--- src/rtl/block_input.sv ---
// rtl/block_input.sv - router input-port buffer: flit FIFO, head decode, route request, packet forwarding
//
// Ports:
//   clk        rising-edge clock
//   rst        asynchronous active-low reset
//   Data_in    flit from the upstream link ([7:6] type, [5:0] payload)
//   val        upstream flit valid
//   ret        ready to accept (upstream flow-control return), = ~full
//   Data_out   FIFO front toward the crossbar, 0 when empty
//   out_val    Data_out valid
//   out_rdy    crossbar accepts Data_out
//   route_req  requesting an output port from the switch allocator
//   dest       destination {x[1:0], y[1:0]} of the current packet
//   grant      allocator grant, sampled while route_req=1
//   full       FIFO holds DEPTH flits
//   err        one-cycle pulse on an orphan flit or a missing tail

module block_input #(
  parameter int DW    = 8,
  parameter int DEPTH = 4,
  parameter int AW    = 2
) (
  input  logic          clk,
  input  logic          rst,
  input  logic [DW-1:0] Data_in,
  input  logic          val,
  output logic          ret,
  output logic [DW-1:0] Data_out,
  output logic          out_val,
  input  logic          out_rdy,
  output logic          route_req,
  output logic [3:0]    dest,
  input  logic          grant,
  output logic          full,
  output logic          err
);

  localparam logic [1:0] T_HEAD = 2'b11;
  localparam logic [1:0] T_TAIL = 2'b01;
  localparam logic [1:0] T_IDLE = 2'b00;

  typedef enum logic [1:0] {
    S_IDLE = 2'd0,
    S_REQ  = 2'd1,
    S_HEAD = 2'd2,
    S_BODY = 2'd3
  } state_t;

  state_t state, state_nxt;

  logic [DW-1:0] mem [DEPTH];
  logic [AW-1:0] wr_ptr, rd_ptr;
  logic [AW:0]   count;
  logic          empty;
  logic [DW-1:0] front;
  logic [1:0]    front_type;
  logic          push, pop;
  logic          err_set;
  logic          dest_load;

  assign empty      = (count == '0);
  assign full       = (count == (AW+1)'(DEPTH));
  // No lookahead: a pop in the same cycle does not reopen the link.
  assign ret        = ~full;
  assign front      = mem[rd_ptr];
  assign front_type = front[DW-1:DW-2];
  assign Data_out   = empty ? '0 : front;
  // Idle flits are link filler and are never stored.
  assign push       = val & ret & (Data_in[DW-1:DW-2] != T_IDLE);

  // Storage has no reset; Data_out masks stale entries via the count.
  always_ff @(posedge clk) begin
    if (push) mem[wr_ptr] <= Data_in;
  end

  always_ff @(posedge clk or negedge rst) begin
    if (!rst) begin
      wr_ptr <= '0;
      rd_ptr <= '0;
      count  <= '0;
    end else begin
      if (push) wr_ptr <= wr_ptr + 1'b1;
      if (pop)  rd_ptr <= rd_ptr + 1'b1;
      case ({push, pop})
        2'b10:   count <= count + 1'b1;
        2'b01:   count <= count - 1'b1;
        default: count <= count;
      endcase
    end
  end

  always_ff @(posedge clk or negedge rst) begin
    if (!rst) begin
      state <= S_IDLE;
      dest  <= '0;
      err   <= 1'b0;
    end else begin
      state <= state_nxt;
      err   <= err_set;
      if (dest_load) dest <= front[3:0];
    end
  end

  always_comb begin
    state_nxt = state;
    route_req = 1'b0;
    out_val   = 1'b0;
    pop       = 1'b0;
    err_set   = 1'b0;
    dest_load = 1'b0;
    case (state)
      S_IDLE: begin
        if (!empty) begin
          if (front_type == T_HEAD) begin
            dest_load = 1'b1;
            state_nxt = S_REQ;
          end else begin
            // Orphan body/tail with no head in front of it: discard.
            pop     = 1'b1;
            err_set = 1'b1;
          end
        end
      end
      S_REQ: begin
        route_req = 1'b1;
        if (grant) state_nxt = S_HEAD;
      end
      S_HEAD: begin
        route_req = 1'b1;
        out_val   = 1'b1;
        if (out_rdy) begin
          pop       = 1'b1;
          state_nxt = S_BODY;
        end
      end
      S_BODY: begin
        route_req = 1'b1;
        if (!empty && front_type == T_HEAD) begin
          // Missing tail: leave the new head queued for a fresh request.
          err_set   = 1'b1;
          state_nxt = S_IDLE;
        end else begin
          out_val = ~empty;
          if (out_val && out_rdy) begin
            pop = 1'b1;
            if (front_type == T_TAIL) state_nxt = S_IDLE;
          end
        end
      end
      default: state_nxt = S_IDLE;
    endcase
  end

endmodule

--- config.mk ---
export PLATFORM = sky130hd
export DESIGN_NAME = block_input
export DESIGN_NICKNAME = d
export VERILOG_FILES = /design/src/rtl/block_input.sv
export SDC_FILE = /design/constraint.sdc
export NUM_CORES = 1
export LEC_CHECK = 0
export ABC_AREA = 1
export CORE_ASPECT_RATIO = 1.75
export CORE_MARGIN = 5
export CORE_UTILIZATION = 42
export CTS_BUF_LIST = sky130_fd_sc_hd__clkbuf_8
export DETAILED_ROUTE_END_ITERATION = 8
export PLACE_DENSITY_LB_ADDON = 0.08
export SYNTH_ARGS = -nofsm -noshare
export SYNTH_HDL_FRONTEND = slang
export SYNTH_SLANG_ARGS = --single-unit
export TNS_END_PERCENT = 10
--- constraint.sdc ---
create_clock -name clk -period 2.7 [get_ports clk]
set_input_delay 0.405 -clock clk [delete_from_list [all_inputs] [get_ports clk]]
set_output_delay 0.405 -clock clk [all_outputs]
set_load 0.1 [all_outputs]
Word-level counts from Yosys, hierarchy flattened
Memory sizes are Yosys's and may differ from the RTL's.
Cells that the tools add are included.
{"block": "op_classes", "addsub": 4, "eq_ne": 14, "n_mux": 26, "n_bitwise": 4, "reduce_logical": 9}
{"op": "2-bit 2-to-1 mux", "count": 7}
{"op": "1-bit 2-to-1 mux", "count": 13}
{"op": "2-bit equality test, second input constant", "count": 4}
{"op": "8-bit 2-to-1 mux", "count": 1}
{"op": "2-bit != test, second input constant", "count": 4}
{"op": "2-bit one-hot mux with 4 select lines", "count": 1}
{"op": "2-bit by 1-bit equality test with 1-bit output, second input constant", "count": 3}
{"op": "3-bit != test, second input constant", "count": 2}
{"op": "3-bit one-hot mux with 2 select lines", "count": 1}
{"op": "6-bit AND reduction", "count": 1}
{"op": "2-bit by 1-bit adder with 2-bit output, second input constant", "count": 2}
{"op": "1-bit one-hot mux with 2 select lines", "count": 2}
{"op": "2-bit nonzero test", "count": 2}
{"op": "3-bit by 1-bit adder with 3-bit output, second input constant", "count": 1}
{"op": "3-bit equality test, second input constant", "count": 1}
{"op": "3-bit logical NOT", "count": 1}
{"op": "1-bit one-hot mux with 3 select lines", "count": 1}
{"op": "3-bit OR reduction", "count": 1}
{"op": "3-bit by 1-bit subtractor with 3-bit output, second input constant", "count": 1}
{"op": "1-bit bitwise AND", "count": 2}
{"op": "1-bit logical AND", "count": 2}
{"op": "2-bit logical NOT", "count": 1}
{"op": "1-bit inverter", "count": 2}
{"op": "1-bit logical NOT", "count": 1}
{"block": "word_totals", "regBits": 14, "ram_bits": 32, "inputBits": 13, "output_inout_bits": 17, "elab_cells": 64, "n_memories": 1}
{"name": "mem", "depth": 4, "word_bits": 8, "read_ports": 1, "rd_clocked_by_memory_dff": 0, "write_ports": 1, "line_no": "51", "rtl": "logic [DW-1:0] mem [DEPTH];"}

Longest topological paths before layout
Gate-level depths: netlist of the first run.
{"block": "logic_depth", "word_depth": 8, "ltp_mapped": 17, "mapped_depth_nobuf": 16}

Least setup slack after synthesis of the first run
OpenSTA, ideal clock, no wires.
{"block": "synth_path", "kind": "register to register", "start": "reg count[1]", "end": "reg count[2]", "setup_ns": 0.131, "t_arrival_ns": 3.955, "required_ns": 2.569, "path_slack_ns": -1.386, "path_stages_with_launch": 10, "n_path_buf": 0, "period_less_slack_ns": 4.086, "cell_sequence": "dfrtp_1 -> nor3_2 -> inv_1 -> o211ai_2 -> ha_1 -> inv_1 -> fa_1 -> a21oi_1 -> o21ai_0 -> xor2_1"}
{"block": "synth_via", "word_cells_on_any_way": 19, "classes_between": "add/sub (2); eq/ne (3); mux (5); bitwise (4); reduce/logical (5)"}
{"item": "start, declared", "line_no": "53", "rtl": "logic [AW:0] count;"}
{"item": "start signal, assigned", "line_no": "85", "rtl": "2'b10: count <= count + 1'b1;"}
{"item": "start signal, assigned", "line_no": "86", "rtl": "2'b01: count <= count - 1'b1;"}
{"item": "start signal, assigned", "line_no": "87", "rtl": "default: count <= count;"}
{"item": "3-bit equality test *", "line_no": "62", "rtl": "assign full = (count == (AW+1)'(DEPTH));"}
{"item": "named net full", "line_no": "34", "rtl": "output logic full,"}
{"item": "1-bit inverter *", "line_no": "64", "rtl": "assign ret = ~full;"}
{"item": "named net ret", "line_no": "27", "rtl": "output logic ret,"}
{"item": "1-bit bitwise AND * (2 in series)", "line_no": "69", "rtl": "assign push = val & ret & (Data_in[DW-1:DW-2] != T_IDLE);"}
{"item": "2-bit by 1-bit equality test with 1-bit output or 2-bit equality test (tied branches)", "line_no": "84", "rtl": "case ({push, pop})"}
{"item": "3-bit one-hot mux with 2 select lines or 2-bit nonzero test (tied branches)"}
Mark *: on every way through the listed nets, which the timed path passes. The rest lies on a longest branch.
A chain may end at the register's enable or synchronous reset.

Worst setup path after layout of the first run
{"block": "layout_path", "start": "reg rd_ptr[0]", "end": "reg count[2]"}
{"block": "layout_via", "elab_chain_len": 7, "word_cells_on_any_way": 11, "classes_between": "eq/ne (3); mux (5); reduce/logical (2); memory (1)"}
{"item": "start, declared", "line_no": "52", "rtl": "logic [AW-1:0] wr_ptr, rd_ptr;"}
{"item": "start signal, assigned", "line_no": "83", "rtl": "if (pop) rd_ptr <= rd_ptr + 1'b1;"}
{"item": "memory read 4 x 8 bit *"}
{"item": "2-bit equality test *", "line_no": "114, 138"}
{"item": "1-bit 2-to-1 mux or 1-bit logical AND (tied branches)", "line_no": "114, 138"}
{"item": "1-bit 2-to-1 mux (on tied branches)", "line_no": "113, 138"}
{"item": "1-bit one-hot mux with 3 select lines *", "line_no": "111", "rtl": "case (state)"}
{"item": "named net pop", "line_no": "57", "rtl": "logic push, pop;"}
{"item": "2-bit by 1-bit equality test with 1-bit output or 2-bit equality test (tied branches)", "line_no": "84"}
{"item": "3-bit one-hot mux with 2 select lines or 2-bit nonzero test (tied branches)"}
Marked as above.

==> run metrics, run 1 <==
Avg Vias per Cell=4.95; maxcap violations=0; Fmax=0.412 GHz; DRT met1 WL=1700 um; slew at the pin with the worst max-slew slack=0.709 ns; first-pass GRT wire length=7050 um; antenna cells=0; clock latency on the worst-skew pair=0.29 ns; largest net degree at the start of global routing=15; TritonCTS clock tree=yes; clk slew on worst S/H paths=0.09 ns; Routed WL=4270 um; status=completed; CP Data Arrival Time=2.61 ns; vias in the first global route=1,485; CTS Root Cell=clkbuf_8; Yosys Warn Count=0; WL met3=187 um; dpl hpwl=3190 um; H-Tree Depth=2; crit path max fanout=6; post-synthesis sequential area ratio=60.9%; worst hold path type=reg -> reg; DR top layer=met4; most common cell after layout, fill and taps aside=nand2_1; Netlist cell types=28; Slew Limit Fails=0; minimum clock period=2.43 ns; average cell area after synthesis=10.6 um2; initial core utilization=43.3%; Rel. slew slack=52.6%; Congestion Overflow GR=0; I/O pin count=30; via count of the routed design=1,480; area post-placement=2620 um2; # fillers=433; pre-CTS setup slack=0.289 ns; unrepaired setup endpoints after global routing=false; Sink Count=46; fin worst setup slack=0.274 ns; Die H=105 um; Mapped Cells=204; critical path class=reg -> reg; Num CTS Buffers=5; Core Box Area=4980 um2; final net count=267; Post CTS Setup Buffer Count=0; most frequent cells in the layout=nand2_1, edfxtp_1, inv_1, nor2_1, buf_4; clock skew=0.00818 ns; Final Core Density=54.7%; Cell Rows=34; Post-Syn Area=2150 um2; synthesis-to-layout area growth=26.4%; Port Buf Inserts=29; Hold Violations, Final=0; period utilization=89.9%; DR WL met2=2330 um; initial DRC count=67; CTS Hold Bufs=0; Post-Layout Inst Area=2720 um2; Avg WL per Cell=14.3 um; worst endpoint required time=2.88 ns; initial antenna violation count=0; Routed Antenna Nets=0; Max clock buf depth=2; Final setup violation count=0; residual DRC count=0; Worst setup SP type=flop; Synth Net Count=227; Die W=64.1 um; die area=6720 um2; FF+latch count, synth=46; DRT Pass-1 Iters=4; routability-driven placement congestion ratio=0.767; fraction of layout cells with a size suffix above 1=18.0%; CTS resizes=0; Crit. End Element=flop; gr usage total=13.4%
## critical path, stage by stage, from the launching register on
cell	delay (ns)
dfrtp_1	0.49
inv_6	0.10
nand2_1	0.05
nand3_1	0.09
nand2_1	0.10
nand2_1	0.14
nand4_1	0.12
nand3_2	0.11
nand2_1	0.07
inv_1	0.07
ha_1	0.13
inv_1	0.07
fa_1	0.38
a21oi_1	0.14
o21ai_0	0.10
xor2_1	0.15
## synthesized netlist by cell type
| master | instances | area [um2] |
|---|---|---|
| a21oi_1 | 10 | 50.1 |
| a32o_1 | 4 | 40.0 |
| buf_2 | 1 | 5.00 |
| buf_6 | 2 | 22.5 |
| clkbuf_1 | 1 | 3.75 |
| dfrtp_1 | 14 | 350 |
| edfxtp_1 | 32 | 961 |
| fa_1 | 1 | 20.0 |
| ha_1 | 9 | 113 |
| inv_1 | 24 | 90.1 |
| inv_2 | 2 | 7.51 |
| inv_6 | 1 | 8.76 |
| nand2_1 | 52 | 195 |
| nand2_2 | 1 | 6.26 |
| nand2_4 | 1 | 11.3 |
| nand3_1 | 9 | 45.0 |
| nand3_2 | 2 | 20.0 |
| nand4_1 | 1 | 6.26 |
| nor2_1 | 19 | 71.3 |
| nor2_2 | 1 | 6.26 |
| nor3_2 | 1 | 10.0 |
| nor3_4 | 1 | 16.3 |
| o211ai_2 | 1 | 12.5 |
| o21ai_0 | 6 | 30.0 |
| o21ai_1 | 4 | 20.0 |
| o22ai_1 | 1 | 6.26 |
| xnor2_1 | 1 | 8.76 |
| xor2_1 | 2 | 17.5 |
## worst paths after layout
check	slack (ns)	cells after the start	startpoint	endpoint
max	0.27	15	rd_ptr[0]	count[2]
min	0.50	2	dest[0]	dest[0]
max reg2reg	0.27	15	rd_ptr[0]	count[2]
min reg2reg	0.50	2	dest[0]	dest[0]
max in group asynchronous	1.72	1	rst	count[1]
min in group asynchronous	0.53	1	rst	err
## sequential cells by signal (all words and copies together) (netlist names)
name,cells
state,2
err,1
rd_ptr,2
count,3
dest,4
wr_ptr,2
mem,32
## routing by layer
layer	global-route usage (%)	vias up
met5	0	-
met4	4.80	0
met3	2.69	4
met2	24.3	34
met1	15.2	687
li1	-	755
## logic make-up (layout without fill, tap and decap cells)
family	after synthesis	after routing	synth area share (%)
compound gates	26	26	7.38
xor+xnor	3	3	1.22
fa+ha+maj	10	10	6.16
buf+inv	31	72	6.39
flops	46	46	60.9
simple gates	88	88	18.0
## per-stage QoR
| step | std cells | setup TNS, ns | hold WS [ns] |
|---|---|---|---|
| 4_1_cts | 299 | 0 | 0.503 |
| 3_3_place_gp | 291 | 0 | 0.473 |
| 3_5_place_dp | 291 | 0 | 0.481 |
| 5_1_grt | 299 | 0 | 0.550 |
| 2_1_floorplan | 204 | -5.43 | 0.109 |
| 6_report | 299 | 0 | 0.497 |
## layout make-up
type	instances	area, um2	area share (%)
clock buffers	7	96.3	3.54
clock inverters	1	8.76	0.322
inverters	27	106	3.91
multi-input cells	127	712	26.1
flip-flops and latches	46	1310	48.2
well taps	54	67.6	2.48
repair buffers	37	420	15.4
Power of run 1 is left out: the tool's default activity adds up to more than one toggle a clock period on the data nets, which glitch-free logic cannot reach.
==> run 2, diff against run 1 <==
==> constraint.sdc (replaced) <==
create_clock -name clk -period 2.4 [get_ports clk]
set_input_delay 0.36 -clock clk [delete_from_list [all_inputs] [get_ports clk]]
set_output_delay 0.36 -clock clk [all_outputs]
set_load 0.1 [all_outputs]
==> run metrics, run 2 (synthesis gave the netlist of run 1 again) <==
status=completed; worst stage delay on the critical path=0.49 ns (about the same); Cell Chain, Critical Path=inv_6 -> nand2_1 -> nand3_1 -> nand2_2 -> nand2_2 -> nand4_1 -> nand3_2 -> nand2_1 -> inv_1 -> ha_1 -> inv_1 -> fa_1 -> a21oi_1 -> o21ai_1 -> xor2_1; largest net degree at the start of global routing=15 (unchanged); clock skew=0.00540 ns (-0.00278 ns); Worst setup SP type=flop; worst endpoint required time=2.58 ns (-0.30 ns); fraction of layout cells with a size suffix above 1=20.1% (+2.1 points); Core Box Area=4980 um2 (unchanged); crit path max fanout=7 (+1); clock latency on the worst-skew pair=0.29 ns (about the same); I/O pin count=30 (unchanged); routability-driven placement congestion ratio=0.785 (+2.3%); met3 Use GR=3.76% (+1.1 points); slew at the pin with the worst max-slew slack=0.697 ns (-0.0119 ns); first-pass GRT wire length=6940 um (-1.6%); Hold Violations, Final=0 (unchanged); gr usage total=13.3% (-0.16 points); antenna cells=0 (unchanged); unrepaired setup endpoints after global routing=true; Routed WL=4160 um (-2.6%); max reg flops=32 (unchanged); Congestion Overflow GR=0 (unchanged); initial DRC count=40 (-40%); most frequent cells in the layout=nand2_1, edfxtp_1, inv_1, buf_4, nor2_1; Largest Register=mem; clk slew on worst S/H paths=0.09 ns (about the same); Port Buf Inserts=29 (unchanged); Avg Vias per Cell=4.96 (+0.15%); Rel. slew slack=53.4% (+0.80 points); met1 Track Usage GR=14.6% (-0.59 points); gr busiest metal=met2; Die W=64.1 um (unchanged); Slew Limit Fails=0 (unchanged); worst hold path type=in -> async; CP Data Arrival Time=2.43 ns (-0.18 ns); synthesis-to-layout area growth=27.6%; Fmax=0.445 GHz (+7.9%); via count of the routed design=1,502 (+1.5%); final net count=271 (+1.5%); DRT Pass-1 Iters=4 (unchanged); minimum clock period=2.25 ns (-0.178 ns); dpl hpwl=3150 um (-1.3%); CTS Root Cell=clkbuf_8; TritonCTS clock tree=yes; Num CTS Buffers=5 (unchanged); family with the most delay on the worst path=simple AND/OR/NAND/NOR gates; Largest regs=mem (32), dest (4), count (3); Cell Rows=34 (unchanged); Crit. End Element=flop; Die H=105 um (unchanged); Max clock buf depth=2 (unchanged); Sink Count=46 (unchanged); Routed Antenna Nets=0 (unchanged); H-Tree Depth=2 (unchanged); # fillers=454 (+4.8%); Critical path buffers and inverters=3 (unchanged); maxcap violations=0 (unchanged); CP max stage cell=dfrtp_2; Final Core Density=55.2% (+0.53 points); most common cell after layout, fill and taps aside=nand2_1; Avg WL per Cell=13.7 um (-3.8%); CTS Hold Bufs=0 (unchanged); GR Layer Usage met2=23.4% (-0.94 points); period utilization=93.7% (+3.8 points); vias in the first global route=1,520 (+2.4%); residual DRC count=0 (unchanged); initial antenna violation count=0 (unchanged); critical path class=reg -> reg; die area=6720 um2 (unchanged); initial core utilization=43.3% (unchanged); Final setup violation count=0 (unchanged)
## run 2: cell count changes in the layout (fill, tap and decap cells not counted)
cell	change
clkinv_4	-1
inv_1	+1
inv_6	+1
nand2_1	-2
o21ai_0	-1
buf_4	+4
dfrtp_2	+1
clkbuf_8	-1
nand2_2	+2
o21ai_1	+1
dfrtp_1	-1
## run 2: worst paths after layout
check	from	endpoint	slack, ns	cells past startpoint
max	rd_ptr[0]	count[2]	0.15	15
min	rst	count[0]	0.48	1
max reg2reg	rd_ptr[0]	count[2]	0.15	15
min reg2reg	dest[3]	dest[3]	0.49	2
max in group asynchronous	rst	rd_ptr[0]	1.44	1
min in group clk	dest[3]	dest[3]	0.49	2
## run 2: worst reg2reg max path: cells and delay by family (launching register included)
kind | cells | cell delay (ns)
simple gates | 7 | 0.56
fa+ha+maj | 2 | 0.51
xor+xnor | 1 | 0.14
compound gates | 2 | 0.24
buf+inv | 3 | 0.21
flops | 1 | 0.49
## run 2: cell type report
type	count	area (um2)	share of cell area (%)
sequential	46	1310	47.7
multi-input combinational	127	717	26.1
clock inverter	2	12.5	0.455
timing repair buffer	41	450	16.4
inverter	27	106	3.87
clock buffer	6	82.6	3.00
tap	54	67.6	2.46
## run 2: per-stage QoR
step                instance area [um2]  hold slack [ns]  worst slack, ns  TNS, ns  std cells
floorplan                          2160           0.0644            -1.05   -17.86        204
global placement                   2630            0.472           0.0798        0        293
detailed placement                 2630            0.480           0.0392        0        293
CTS                                2730            0.501           0.0136        0        301
global route                       2750            0.533           -0.109   -0.109        303
finish                             2750            0.481            0.151        0        303
## run 2: routing by layer
layer,part of all wire [%],up-vias
met1,40,707
met5,0,-
li1,-,759
met3,4.9,4
met2,54,32
met4,1.2,0
## run 2: repair_timing
| action | 4_1_cts | 5_1_grt |
|---|---|---|
| setup endpoints to repair | 0 | 2 |
| buffers inserted | 0 | 2 |
| resized for setup | 0 | 4 |
Power of run 2 is left out for the same reason.
